==> config.mk <==
export PLATFORM = sky130hd
export DESIGN_NAME = io_output_bank_flat
export DESIGN_NICKNAME = d
export VERILOG_FILES = /design/src/rtl/io_pkg.sv /design/src/rtl/io_output_bank_if.sv /design/src/rtl/io_out_lane.sv /design/src/rtl/io_output_bank.sv /design/src/flat_wrapper.sv
export SDC_FILE = /design/constraint.sdc
export NUM_CORES = 1
export LEC_CHECK = 0
export ABC_AREA = 1
export BUFFER_PORTS_ARGS = -buffer_cell sky130_fd_sc_hd__buf_2
export CAP_MARGIN = 40
export CORE_MARGIN = 2
export CORE_UTILIZATION = 53
export DETAILED_ROUTE_END_ITERATION = 10
export GPL_ROUTABILITY_DRIVEN = 0
export PLACE_DENSITY_LB_ADDON = 0.12
export SYNTH_ARGS = -nofsm -noshare
export SYNTH_HDL_FRONTEND = slang
export SYNTH_HIERARCHICAL = 1
export SYNTH_SLANG_ARGS = --single-unit
==> constraint.sdc <==
create_clock -name io_clk -period 1 [get_ports io_clk]
set_input_delay 0 -clock io_clk [delete_from_list [all_inputs] [get_ports io_clk]]
set_output_delay 0 -clock io_clk [all_outputs]
set_load 0.1 [all_outputs]
==> src/rtl/io_pkg.sv <==
// Shared definitions for the I/O output port bank: write-mode encodings,
// pulse-length register index offset, default base index, the per-port
// auto-clear state type and the byte-lane merge helper.
package io_pkg;

  // Write mode carried in addr[9:8]
  localparam logic [1:0] IO_MODE_WR  = 2'b00;
  localparam logic [1:0] IO_MODE_SET = 2'b01;
  localparam logic [1:0] IO_MODE_CLR = 2'b10;
  localparam logic [1:0] IO_MODE_TGL = 2'b11;

  // Pulse-length register of port p lives at word index BASE_IDX + offset + p
  localparam int unsigned IO_PLEN_OFFSET = 8;

  // Default word index (addr[7:2]) of port 0, i.e. byte address 0x80
  localparam logic [5:0] IO_BASE_IDX_DEFAULT = 6'b100000;

  // Per-port auto-clear state
  typedef enum logic {
    PULSE_IDLE  = 1'b0,
    PULSE_COUNT = 1'b1
  } pulse_state_t;

  // Apply one write mode to a single byte lane
  function automatic logic [7:0] merge_byte(input logic [1:0] mode,
                                            input logic [7:0] cur,
                                            input logic [7:0] din);
    logic [7:0] res;
    case (mode)
      IO_MODE_WR:  res = din;
      IO_MODE_SET: res = cur | din;
      IO_MODE_CLR: res = cur & ~din;
      default:     res = cur ^ din;
    endcase
    return res;
  endfunction

endpackage

==> src/rtl/io_output_bank_if.sv <==
// CPU-side bus of the I/O output port bank.
//
// Strobe semantics: write_io_enable and read_io_enable are single-cycle
// strobes qualified by addr/datain/byte_en in the same cycle. There is no
// ready: the bank accepts a strobe on every cycle. A read strobe always
// produces io_rvalid high for exactly one cycle on the next cycle, with
// io_rdata valid alongside it and held until the next read.
interface io_output_bank_if #(
  parameter int DW = 32
);
  logic [31:0]     addr;
  logic [DW-1:0]   datain;
  logic [DW/8-1:0] byte_en;
  logic            write_io_enable;
  logic            read_io_enable;
  logic [DW-1:0]   io_rdata;
  logic            io_rvalid;

  modport master (
    output addr, datain, byte_en, write_io_enable, read_io_enable,
    input  io_rdata, io_rvalid
  );

  modport slave (
    input  addr, datain, byte_en, write_io_enable, read_io_enable,
    output io_rdata, io_rvalid
  );
endinterface

==> src/rtl/io_out_lane.sv <==
// One output port: port register with byte-lane write-mode merge.
// When IO_OUT_PULSE_EN is defined the lane also carries a pulse-length
// register and a down-counter that clears the port when it expires.
module io_out_lane
  import io_pkg::*;
#(
  parameter int DW = 32,
  parameter int CW = 16
) (
  input  logic            io_clk,
  input  logic            resetn,
  input  logic            wr_port,
  input  logic            wr_plen,
  input  logic [1:0]      mode,
  input  logic [DW-1:0]   datain,
  input  logic [DW/8-1:0] byte_en,
  output logic [DW-1:0]   port_q,
  output logic [CW-1:0]   plen_q,
  output logic            pulse_active
);

  logic [DW-1:0] merged;

  // Next port value: each enabled lane gets the mode applied, others keep
  always_comb begin
    merged = port_q;
    for (int i = 0; i < DW / 8; i++) begin
      if (byte_en[i]) begin
        merged[i*8 +: 8] = merge_byte(mode, port_q[i*8 +: 8], datain[i*8 +: 8]);
      end
    end
  end

`ifdef IO_OUT_PULSE_EN

  pulse_state_t  state;
  logic [CW-1:0] cnt;

  assign pulse_active = (state == PULSE_COUNT);

  // Pulse-length register: plain writes only, byte enables on the low CW bits
  always_ff @(posedge io_clk or negedge resetn) begin
    if (!resetn) begin
      plen_q <= '0;
    end else if (wr_plen && (mode == IO_MODE_WR)) begin
      for (int b = 0; b < CW; b++) begin
        if (byte_en[b / 8]) begin
          plen_q[b] <= datain[b];
        end
      end
    end
  end

  // Port register with auto-clear FSM; a write always wins over expiry
  always_ff @(posedge io_clk or negedge resetn) begin
    if (!resetn) begin
      port_q <= '0;
      cnt    <= '0;
      state  <= PULSE_IDLE;
    end else if (wr_port) begin
      port_q <= merged;
      if (plen_q != '0) begin
        cnt   <= plen_q;
        state <= PULSE_COUNT;
      end else begin
        cnt   <= '0;
        state <= PULSE_IDLE;
      end
    end else begin
      case (state)
        PULSE_COUNT: begin
          if (cnt <= CW'(1)) begin
            port_q <= '0;
            cnt    <= '0;
            state  <= PULSE_IDLE;
          end else begin
            cnt <= cnt - CW'(1);
          end
        end
        default: begin
          cnt <= '0;
        end
      endcase
    end
  end

`else

  logic unused_plen_wr;

  assign plen_q         = '0;
  assign pulse_active   = 1'b0;
  assign unused_plen_wr = wr_plen;

  // Port register holds its value until rewritten
  always_ff @(posedge io_clk or negedge resetn) begin
    if (!resetn) begin
      port_q <= '0;
    end else if (wr_port) begin
      port_q <= merged;
    end
  end

`endif

endmodule

==> src/rtl/io_output_bank.sv <==
// Memory-mapped output port bank on the CPU I/O path: NPORTS ports of DW
// bits with byte-lane set/clear/toggle writes and registered readback.
// Optional feature macro: IO_OUT_PULSE_EN adds a per-port one-shot
// auto-clear timer with its pulse-length register at BASE_IDX + 8 + p.
module io_output_bank
  import io_pkg::*;
#(
  parameter int         NPORTS   = 3,
  parameter int         DW       = 32,
  parameter logic [5:0] BASE_IDX = IO_BASE_IDX_DEFAULT,
  parameter int         CW       = 16
) (
  input  logic                 io_clk,
  input  logic                 resetn,
  io_output_bank_if.slave      bus,
  output logic [NPORTS*DW-1:0] out_port,
  output logic [NPORTS-1:0]    pulse_active
);

  logic [5:0]        word_idx;
  logic [1:0]        mode;
  logic [NPORTS-1:0] port_hit;
  logic [NPORTS-1:0] plen_hit;
  logic [DW-1:0]     port_q [NPORTS];
  logic [CW-1:0]     plen_q [NPORTS];
  logic [DW-1:0]     rd_next;
  logic              unused_addr;

  assign word_idx    = bus.addr[7:2];
  assign mode        = bus.addr[9:8];
  assign unused_addr = ^{bus.addr[31:10], bus.addr[1:0]};

  for (genvar p = 0; p < NPORTS; p++) begin : g_port
    localparam logic [5:0] PORT_IDX = BASE_IDX + 6'(p);
    localparam logic [5:0] PLEN_IDX = BASE_IDX + 6'(IO_PLEN_OFFSET) + 6'(p);

    assign port_hit[p] = (word_idx == PORT_IDX);
    assign plen_hit[p] = (word_idx == PLEN_IDX);

    io_out_lane #(
      .DW (DW),
      .CW (CW)
    ) u_lane (
      .io_clk       (io_clk),
      .resetn       (resetn),
      .wr_port      (bus.write_io_enable && port_hit[p]),
      .wr_plen      (bus.write_io_enable && plen_hit[p]),
      .mode         (mode),
      .datain       (bus.datain),
      .byte_en      (bus.byte_en),
      .port_q       (port_q[p]),
      .plen_q       (plen_q[p]),
      .pulse_active (pulse_active[p])
    );

    assign out_port[p*DW +: DW] = port_q[p];
  end

  // Readback select: port word, zero-extended plen, or 0 when unmapped
  always_comb begin
    rd_next = '0;
    for (int p = 0; p < NPORTS; p++) begin
      if (port_hit[p]) begin
        rd_next = port_q[p];
      end
`ifdef IO_OUT_PULSE_EN
      if (plen_hit[p]) begin
        rd_next = '0;
        rd_next[CW-1:0] = plen_q[p];
      end
`endif
    end
  end

  // Registered readback; samples pre-write state so a same-cycle write is not seen
  always_ff @(posedge io_clk or negedge resetn) begin
    if (!resetn) begin
      bus.io_rdata  <= '0;
      bus.io_rvalid <= 1'b0;
    end else begin
      bus.io_rvalid <= bus.read_io_enable;
      if (bus.read_io_enable) begin
        bus.io_rdata <= rd_next;
      end
    end
  end

endmodule

==> src/flat_wrapper.sv <==
// flat-port wrapper written by rule: the top's interface ports become plain ports
module io_output_bank_flat import io_pkg::*;
#(
  parameter int         NPORTS   = 3,
  parameter int         DW       = 32,
  parameter logic [5:0] BASE_IDX = IO_BASE_IDX_DEFAULT,
  parameter int         CW       = 16
)
  (io_clk, resetn, out_port, pulse_active, bus_addr, bus_datain, bus_byte_en, bus_write_io_enable, bus_read_io_enable, bus_io_rdata, bus_io_rvalid);
  io_output_bank_if #(.DW(DW)) bus_i ();
  input  logic io_clk;
  input  logic resetn;
  output logic [NPORTS*DW-1:0] out_port;
  output logic [NPORTS-1:0] pulse_active;
  input wire logic [$bits(bus_i.addr)-1:0] bus_addr;
  input wire logic [$bits(bus_i.datain)-1:0] bus_datain;
  input wire logic [$bits(bus_i.byte_en)-1:0] bus_byte_en;
  input wire logic [$bits(bus_i.write_io_enable)-1:0] bus_write_io_enable;
  input wire logic [$bits(bus_i.read_io_enable)-1:0] bus_read_io_enable;
  output wire logic [$bits(bus_i.io_rdata)-1:0] bus_io_rdata;
  output wire logic [$bits(bus_i.io_rvalid)-1:0] bus_io_rvalid;
  assign bus_i.addr = bus_addr;
  assign bus_i.datain = bus_datain;
  assign bus_i.byte_en = bus_byte_en;
  assign bus_i.write_io_enable = bus_write_io_enable;
  assign bus_i.read_io_enable = bus_read_io_enable;
  assign bus_io_rdata = bus_i.io_rdata;
  assign bus_io_rvalid = bus_i.io_rvalid;
  io_output_bank #(.NPORTS(NPORTS), .DW(DW), .BASE_IDX(BASE_IDX), .CW(CW)) u_core (.io_clk(io_clk), .resetn(resetn), .bus(bus_i), .out_port(out_port), .pulse_active(pulse_active));
endmodule
==> results of run 1 <==
==> through the flow <==
| stage | cells | util | worst slack [ps] | area [um^2] |
|---|---|---|---|---|
| 3_5_place_dp | 2373 | 0.831 | -433 | 18700 |
| 3_3_place_gp | 2373 | 0.831 | -332 | 18700 |
| 2_1_floorplan | 1830 | - | -239 | 14400 |
==> run_results.csv, run 1 <==
group,metric,value,unit
status,status,"stopped before the end",
status,stop_stage,"4_1_cts",
status,stop_error,"[ERROR DPL-0033] detailed placement checks failed during check placement.",
clock_tree,cts_resized,427,
clock_tree,cts_buffers,17,
logic_synthesis,synth_fp_nets,2094,
clock_tree,htreeDepth,4,
clock_tree,postCtsHoldBufs,21,
die,rows,55,
placed_design,port_buffers,176,
logic_synthesis,yosys_warnings,6,
die,start_util,0.536,
clock_tree,cts_setup_buffers,127,
logic_synthesis,synth_area_per_cell,6.57,um^2
die,pin_count,204,
logic_synthesis,syn_area,0.0120,mm^2
clock_tree,cts_buffer_depth,2,
clock_tree,cts_root_buf,"clkbuf_16",
die,fp.dieH,155,um
placed_design,hpwl,32700,um
die,dieWidth,155,um
logic_synthesis,synthCells,1830,
==> inputs of run 2 (changes only) <==
--- a/config.mk
+++ b/config.mk
@@ -9,10 +9,10 @@
 export BUFFER_PORTS_ARGS = -buffer_cell sky130_fd_sc_hd__buf_2
 export CAP_MARGIN = 40
 export CORE_MARGIN = 2
-export CORE_UTILIZATION = 53
+export CORE_UTILIZATION = 40
 export DETAILED_ROUTE_END_ITERATION = 10
 export GPL_ROUTABILITY_DRIVEN = 0
-export PLACE_DENSITY_LB_ADDON = 0.12
+export PLACE_DENSITY_LB_ADDON = 0.15
 export SYNTH_ARGS = -nofsm -noshare
 export SYNTH_HDL_FRONTEND = slang
 export SYNTH_HIERARCHICAL = 1
==> constraint.sdc (replaced) <==
create_clock -name io_clk -period 1.3 [get_ports io_clk]
set_input_delay 0 -clock io_clk [delete_from_list [all_inputs] [get_ports io_clk]]
set_output_delay 0 -clock io_clk [all_outputs]
set_load 0.1 [all_outputs]
==> run 2 against run 1 <==
  * The run now ends clean
  * Synthesized cell count did not move
  * Area after synthesis is the same
==> run_results.csv, run 2 <==
group,metric,value,unit
pwr,p_leak,0.00829,uW
logic_synthesis,synthCells,1830,
route,wirelength,41800,um
die,pin_count,204,
layout,drive_gt1_frac,0.191,
timing,setup_viol,0,
timing,whs,9.32,ps
layout,final_net_count,2278,
die,start_util,0.405,
layout,fin_cells,2417,
die,rows,63,
global_routing,grt_usage,0.268,
timing,period_needed,1270,ps
layout,largest_register_ffs,96,
critical_path,max_stage_delay,450,ps
logic_synthesis,synth_area_per_cell,6.57,um^2
route,route.detailed.wl_per_inst,17.3,um
logic_synthesis,syn_area,0.0120,mm^2
die,dieWidth,177,um
clock_tree,clk_latency,430,ps
placed_design,port_buffers,176,
route,first_pass_iters,5,
timing,hold_violations,0,
route,detail-route-antenna-nets,0,
pwr,power.internal,8280,uW
pwr,pwr-share-comb,0.321,
pwr,sw_frac_of_total,0.412,
timing,tightest_slew,720,ps
timing,fin_skew,9.19,ps
placed_design,placedCellCount,2361,
layout,fin_area,0.0152,mm^2
logic_synthesis,yosys_warnings,6,
critical_path,start_kind,"flop",
layout,diodes,0,
pwr,clock_power_share,0.341,
critical_path,critPathMaxFanout,2,
timing,finalMaxSlewViolations,0,
pwr,power_frac_seq,0.338,
min_path,hp-class,"in -> async",
layout,fin_util,0.512,
timing,max-slew-margin-rel,0.520,
global_routing,grt_max_degree,65,
clock_tree,cts.sinks,129,
global_routing,antenna_found_initial,0,
placed_design,dpl_cell_area,0.0141,mm^2
global_routing,grt_pass1_wl,64800,um
critical_path,cp_cell_sequence,"buf_2",
critical_path,critPathKind,"reg -> out",
die,dieArea,0.0314,mm^2
route,vias_per_cell,5.12,
die,fp.dieH,177,um
critical_path,worst_setup_path_end_kind,"output port",
layout,reg_top3,"u_core/g_port.u_lane/port_q (96), u_core/bus.io_rdata (32), u_core/bus.io_rvalid (1)",
logic_synthesis,synth_fp_nets,2094,
critical_path,crit_family,"buffers and inverters",
clock_tree,cts_root_buf,"clkbuf_16",
clock_tree,path_clk_slew,70,ps
pwr,p_switching,5800,uW
route,vias,12363,
layout,top_register,"u_core/g_port.u_lane/port_q",
status,status,"finished clean",
pwr,p_per_area,928,mW/mm^2
clock_tree,cts_buffers,17,
clock_tree,cts_tree,"yes",
layout,syn_to_final_growth,26.2,%
die,core,0.0296,mm^2
critical_path,slowest_stage,"buf_2",
flow_run,maxCapViolations,0,
critical_path,critical_path_required,1300,ps
route,drtIter0Drc,861,
pwr,vdd_drop_max,0.971,mV
layout,final_common_cell,"nand2_1",
critical_path,crit_buf_inv,1,
global_routing,grt_overflow,0,
critical_path,cp.arrival,1270,ps
timing,fin_tns_setup,0,ps
placed_design,hpwl,29600,um
timing,fmax,0.787,GHz
timing,rsz0062_at_grt,"no",
clock_tree,htreeDepth,4,
layout,mostFrequentLayoutCells,"nand2_1, nor2_1, inv_1",
route,drcViolationCount,0,
timing,period_share,0.977,
clock_tree,cts_buffer_depth,2,
global_routing,grt_pass1_vias,11859,
run 2: cell type report:
type	instances	area (um^2)
Multi-Input combinational cell	1387	7530
Clock inverter	13	110
Clock buffer	19	453
Inverter	214	803
Fill cell	2974	14500
Sequential cell	129	3590
Timing Repair Buffer	265	2190
Tap cell	390	488
run 2: metal layers:
layer	global-route usage	share of wire	wire length [um]
met5	0	0	0
met4	0.140	0.051	2140
met3	0.0396	0.049	2050
met2	0.474	0.49	20600
met1	0.314	0.41	17000
run 2: path summary, 6_finish.rpt:
kind | from | to | slack (ps) | cells after the start
setup / recovery | u_core/bus.io_rdata[24]$_DFFE_PN0P_ | bus_io_rdata[24] | 30 | 1
hold / removal | resetn | u_core/g_port[1].u_lane/port_q[11]$_DFFE_PN0P_ | 9 | 2
setup reg to reg | u_core/g_port[2].u_lane/port_q[10]$_DFFE_PN0P_ | u_core/g_port[2].u_lane/port_q[10]$_DFFE_PN0P_ | 70 | 6
hold reg to reg | u_core/bus.io_rdata[6]$_DFFE_PN0P_ | u_core/bus.io_rdata[6]$_DFFE_PN0P_ | 470 | 2
max in group asynchronous | resetn | u_core/g_port[0].u_lane/port_q[2]$_DFFE_PN0P_ | 670 | 3
min in group io_clk | bus_datain[31] | u_core/g_port[1].u_lane/port_q[31]$_DFFE_PN0P_ | 10 | 5
run 2: power groups by stage:
stage / clock network [uW] / registers [uW] / logic, uW
floorplan: 0 / 6440 / 1490
global placement: 0 / 4810 / 4260
detailed placement: 0 / 4820 / 4340
CTS: 4860 / 4750 / 4530
global route: 5000 / 4810 / 4890
finish: 4800 / 4760 / 4520
run 2: through the flow:
stage	total power (uW)	setup slack, ps
3_5_place_dp	9160	-101
6_report	14100	29.5
3_3_place_gp	9070	-43.5
2_1_floorplan	7930	-88.0
4_1_cts	14100	7.48
5_1_grt	14700	2.37
run 2: timing repair:
action / CTS / global route
setup buffers: 0 / 1
hold endpoints to repair: 167 / 0
setup endpoints to repair: 97 / 5
gates resized for setup: 97 / 5
hold buffers: 23 / 0
gates cloned: 0 / 0
pin swaps: 0 / 1
Power figures use the tool's default switching activity.
==> inputs of run 3 (changes only) <==
--- a/config.mk
+++ b/config.mk
@@ -12,7 +12,6 @@
 export CORE_UTILIZATION = 40
 export DETAILED_ROUTE_END_ITERATION = 10
 export GPL_ROUTABILITY_DRIVEN = 0
-export PLACE_DENSITY_LB_ADDON = 0.15
 export SYNTH_ARGS = -nofsm -noshare
 export SYNTH_HDL_FRONTEND = slang
 export SYNTH_HIERARCHICAL = 1
==> run 3 against run 2 <==
  * The flow now finishes with violations (negative hold slack)
  * Utilization is 0.31 points higher
  * Combinational power hardly changed
  * Count of clock-buffer cells in the layout stayed put
  * Largest cell class unchanged
  * Largest power group unchanged
  * Highest routed layer is now met5
==> run_results.csv, run 3 (synthesis results as in run 2) <==
group,metric,value,unit
timing,whs,-20.7,ps
critical_path,start_kind,"flop",
global_routing,antenna_found_initial,2,
timing,fin_skew,10.1,ps
critical_path,crit_family,"buffers and inverters",
die,start_util,0.405,
timing,fmax,0.794,GHz
clock_tree,cts_buffers,17,
clock_tree,cts_root_buf,"clkbuf_16",
critical_path,critical_path_required,1300,ps
status,violations,"negative hold slack",
route,wl_met3,2590,um
critical_path,slowest_stage,"buf_2",
clock_tree,cts_tree,"yes",
layout,largest_register_ffs,96,
clock_tree,cts.sinks,129,
critical_path,crit_buf_inv,1,
placed_design,port_buffers,176,
layout,mostFrequentLayoutCells,"nand2_1, nor2_1, inv_1",
clock_tree,htreeDepth,4,
clock_tree,cts_buffer_depth,2,
route,route.detailed.wl_per_inst,17.3,um
critical_path,rrSetupSlack,90,ps
route,detail-route-antenna-nets,0,
critical_path,worst_setup_path_end_kind,"output port",
placed_design,placedCellCount,2361,
pwr,p_per_area,934,mW/mm^2
layout,nFillCells,2946,
pwr,p_leak,0.00831,uW
timing,setup_ws,41.3,ps
timing,fin_tns_setup,0,ps
global_routing,grt_pass1_wl,65800,um
route,drtIter0Drc,879,
route,top_layer,"met5",
layout,reg_top3,"u_core/g_port.u_lane/port_q (96), u_core/bus.io_rdata (32), u_core/bus.io_rvalid (1)",
critical_path,critPathKind,"reg -> out",
timing,rsz0062_at_grt,"no",
layout,top_register,"u_core/g_port.u_lane/port_q",
pwr,power_frac_seq,0.333,
placed_design,preCtsSetupSlack,-65.7,ps
layout,drive_gt1_frac,0.190,
pwr,clock_power_share,0.348,
pwr,power.internal,8430,uW
route,vias,12538,
die,dieWidth,177,um
layout,final_common_cell,"nand2_1",
critical_path,critPathMaxFanout,2,
layout,diodes,0,
pwr,pwr-share-comb,0.319,
die,rows,63,
global_routing,grt_usage,0.272,
pwr,vdd_drop_max,0.928,mV
min_path,hp-class,"in -> async",
global_routing,grt_max_degree,65,
die,dieArea,0.0314,mm^2
critical_path,cp.arrival,1260,ps
die,pin_count,204,
die,fp.dieH,177,um
critical_path,max_stage_delay,440,ps
timing,setup_viol,0,
route,wirelength,42000,um
status,status,"complete, but fails checks",
route,drcViolationCount,0,
clock_tree,path_clk_slew,60,ps
placed_design,hpwl,29800,um
die,core,0.0296,mm^2
timing,period_share,0.968,
layout,final_net_count,2283,
route,met1_length,16700,um
pwr,sw_frac_of_total,0.408,
critical_path,rr_worst_depth,7,
pwr,p_switching,5820,uW
clock_tree,postCtsHoldBufs,29,
global_routing,grt_overflow,0,
clock_tree,cts_setup_buffers,0,
layout,fin_cells,2422,
critical_path,r2r_end,"u_core/g_port[0].u_lane/port_q[25]$_DFFE_PN0P_",
global_routing,grt_pass1_vias,12050,
layout,syn_to_final_growth,27.0,%
clock_tree,clk_latency,440,ps
timing,period_needed,1260,ps
timing,max-slew-margin-rel,0.565,
timing,tightest_slew,652,ps
critical_path,regToRegStartpoint,"u_core/g_port[0].u_lane/port_q[25]$_DFFE_PN0P_",
timing,finalMaxSlewViolations,0,
layout,fin_util,0.515,
timing,hold_violations,12,
route,vias_per_cell,5.18,
critical_path,cp_cell_sequence,"buf_2",
route,first_pass_iters,5,
route,route.met2.wl,20500,um
flow_run,maxCapViolations,0,
-- run 3: cell count changes in the layout (fill, tap and decap cells not counted), sizes merged --
cell	previous run	this run
clkbuf	21	27
inv	216	214
dlygate4sd3	23	28
dlymetal6s4s	0	1
clkinv	5	6
bufinv	1	2
buf	240	233
-- run 3: how the worst max path moves through the flow --
stage	startpoint	to	depth (start not counted)
5_1_grt	u_core/bus.io_rdata[0]$_DFFE_PN0P_	bus_io_rdata[0]	1
2_1_floorplan	bus_addr[4]	u_core/g_port[2].u_lane/port_q[24]$_DFFE_PN0P_	10
6_report	u_core/bus.io_rdata[21]$_DFFE_PN0P_	bus_io_rdata[21]	1
3_5_place_dp	bus_addr[6]	u_core/g_port[2].u_lane/port_q[23]$_DFFE_PN0P_	8
3_3_place_gp	bus_addr[6]	u_core/g_port[2].u_lane/port_q[16]$_DFFE_PN0P_	8
4_1_cts	u_core/bus.io_rdata[24]$_DFFE_PN0P_	bus_io_rdata[24]	1
-- run 3: cell type report --
class | instances | area [um^2] | share of cell area
multi-input cells | 1387 | 7530 | 0.494
flip-flops and latches | 129 | 3590 | 0.235
inverters | 214 | 803 | 0.0526
clock inverters | 13 | 139 | 0.00910
well taps | 390 | 488 | 0.0320
clock buffers | 19 | 443 | 0.0290
repair buffers | 270 | 2260 | 0.148
-- run 3: repair_timing --
| item | CTS | global route |
|---|---|---|
| setup endpoints to repair | 103 | 14 |
| pin swaps | 0 | 0 |
| endpoints found under the hold margin | 175 | 12 |
| gates resized for setup | 103 | 13 |
-- run 3: stage by stage --
| stage | total power [uW] | instance area, um^2 |
|---|---|---|
| 2_1_floorplan | 7930 | 12400 |
| 3_3_place_gp | 9060 | 14100 |
| 3_5_place_dp | 9170 | 14100 |
| 4_1_cts | 14400 | 15200 |
| 5_1_grt | 14900 | 15300 |
| 6_report | 14300 | 15300 |
-- run 3: power by group through the flow --
stage / Sequential [uW] / Combinational [uW] / Clock (uW)
final: 4750 / 4550 / 4950
after floorplan: 6440 / 1490 / 0
after global routing: 4790 / 4940 / 5200
after global placement: 4810 / 4260 / 0
after CTS: 4750 / 4560 / 5050
after detailed placement: 4820 / 4350 / 0
-- run 3: routing by layer --
| metal | GRT usage | vias to the layer above |
|---|---|---|
| li1 | - | 6064 |
| met1 | 0.319 | 5953 |
| met2 | 0.468 | 410 |
| met3 | 0.0518 | 107 |
| met4 | 0.146 | 4 |
| met5 | 0 | - |
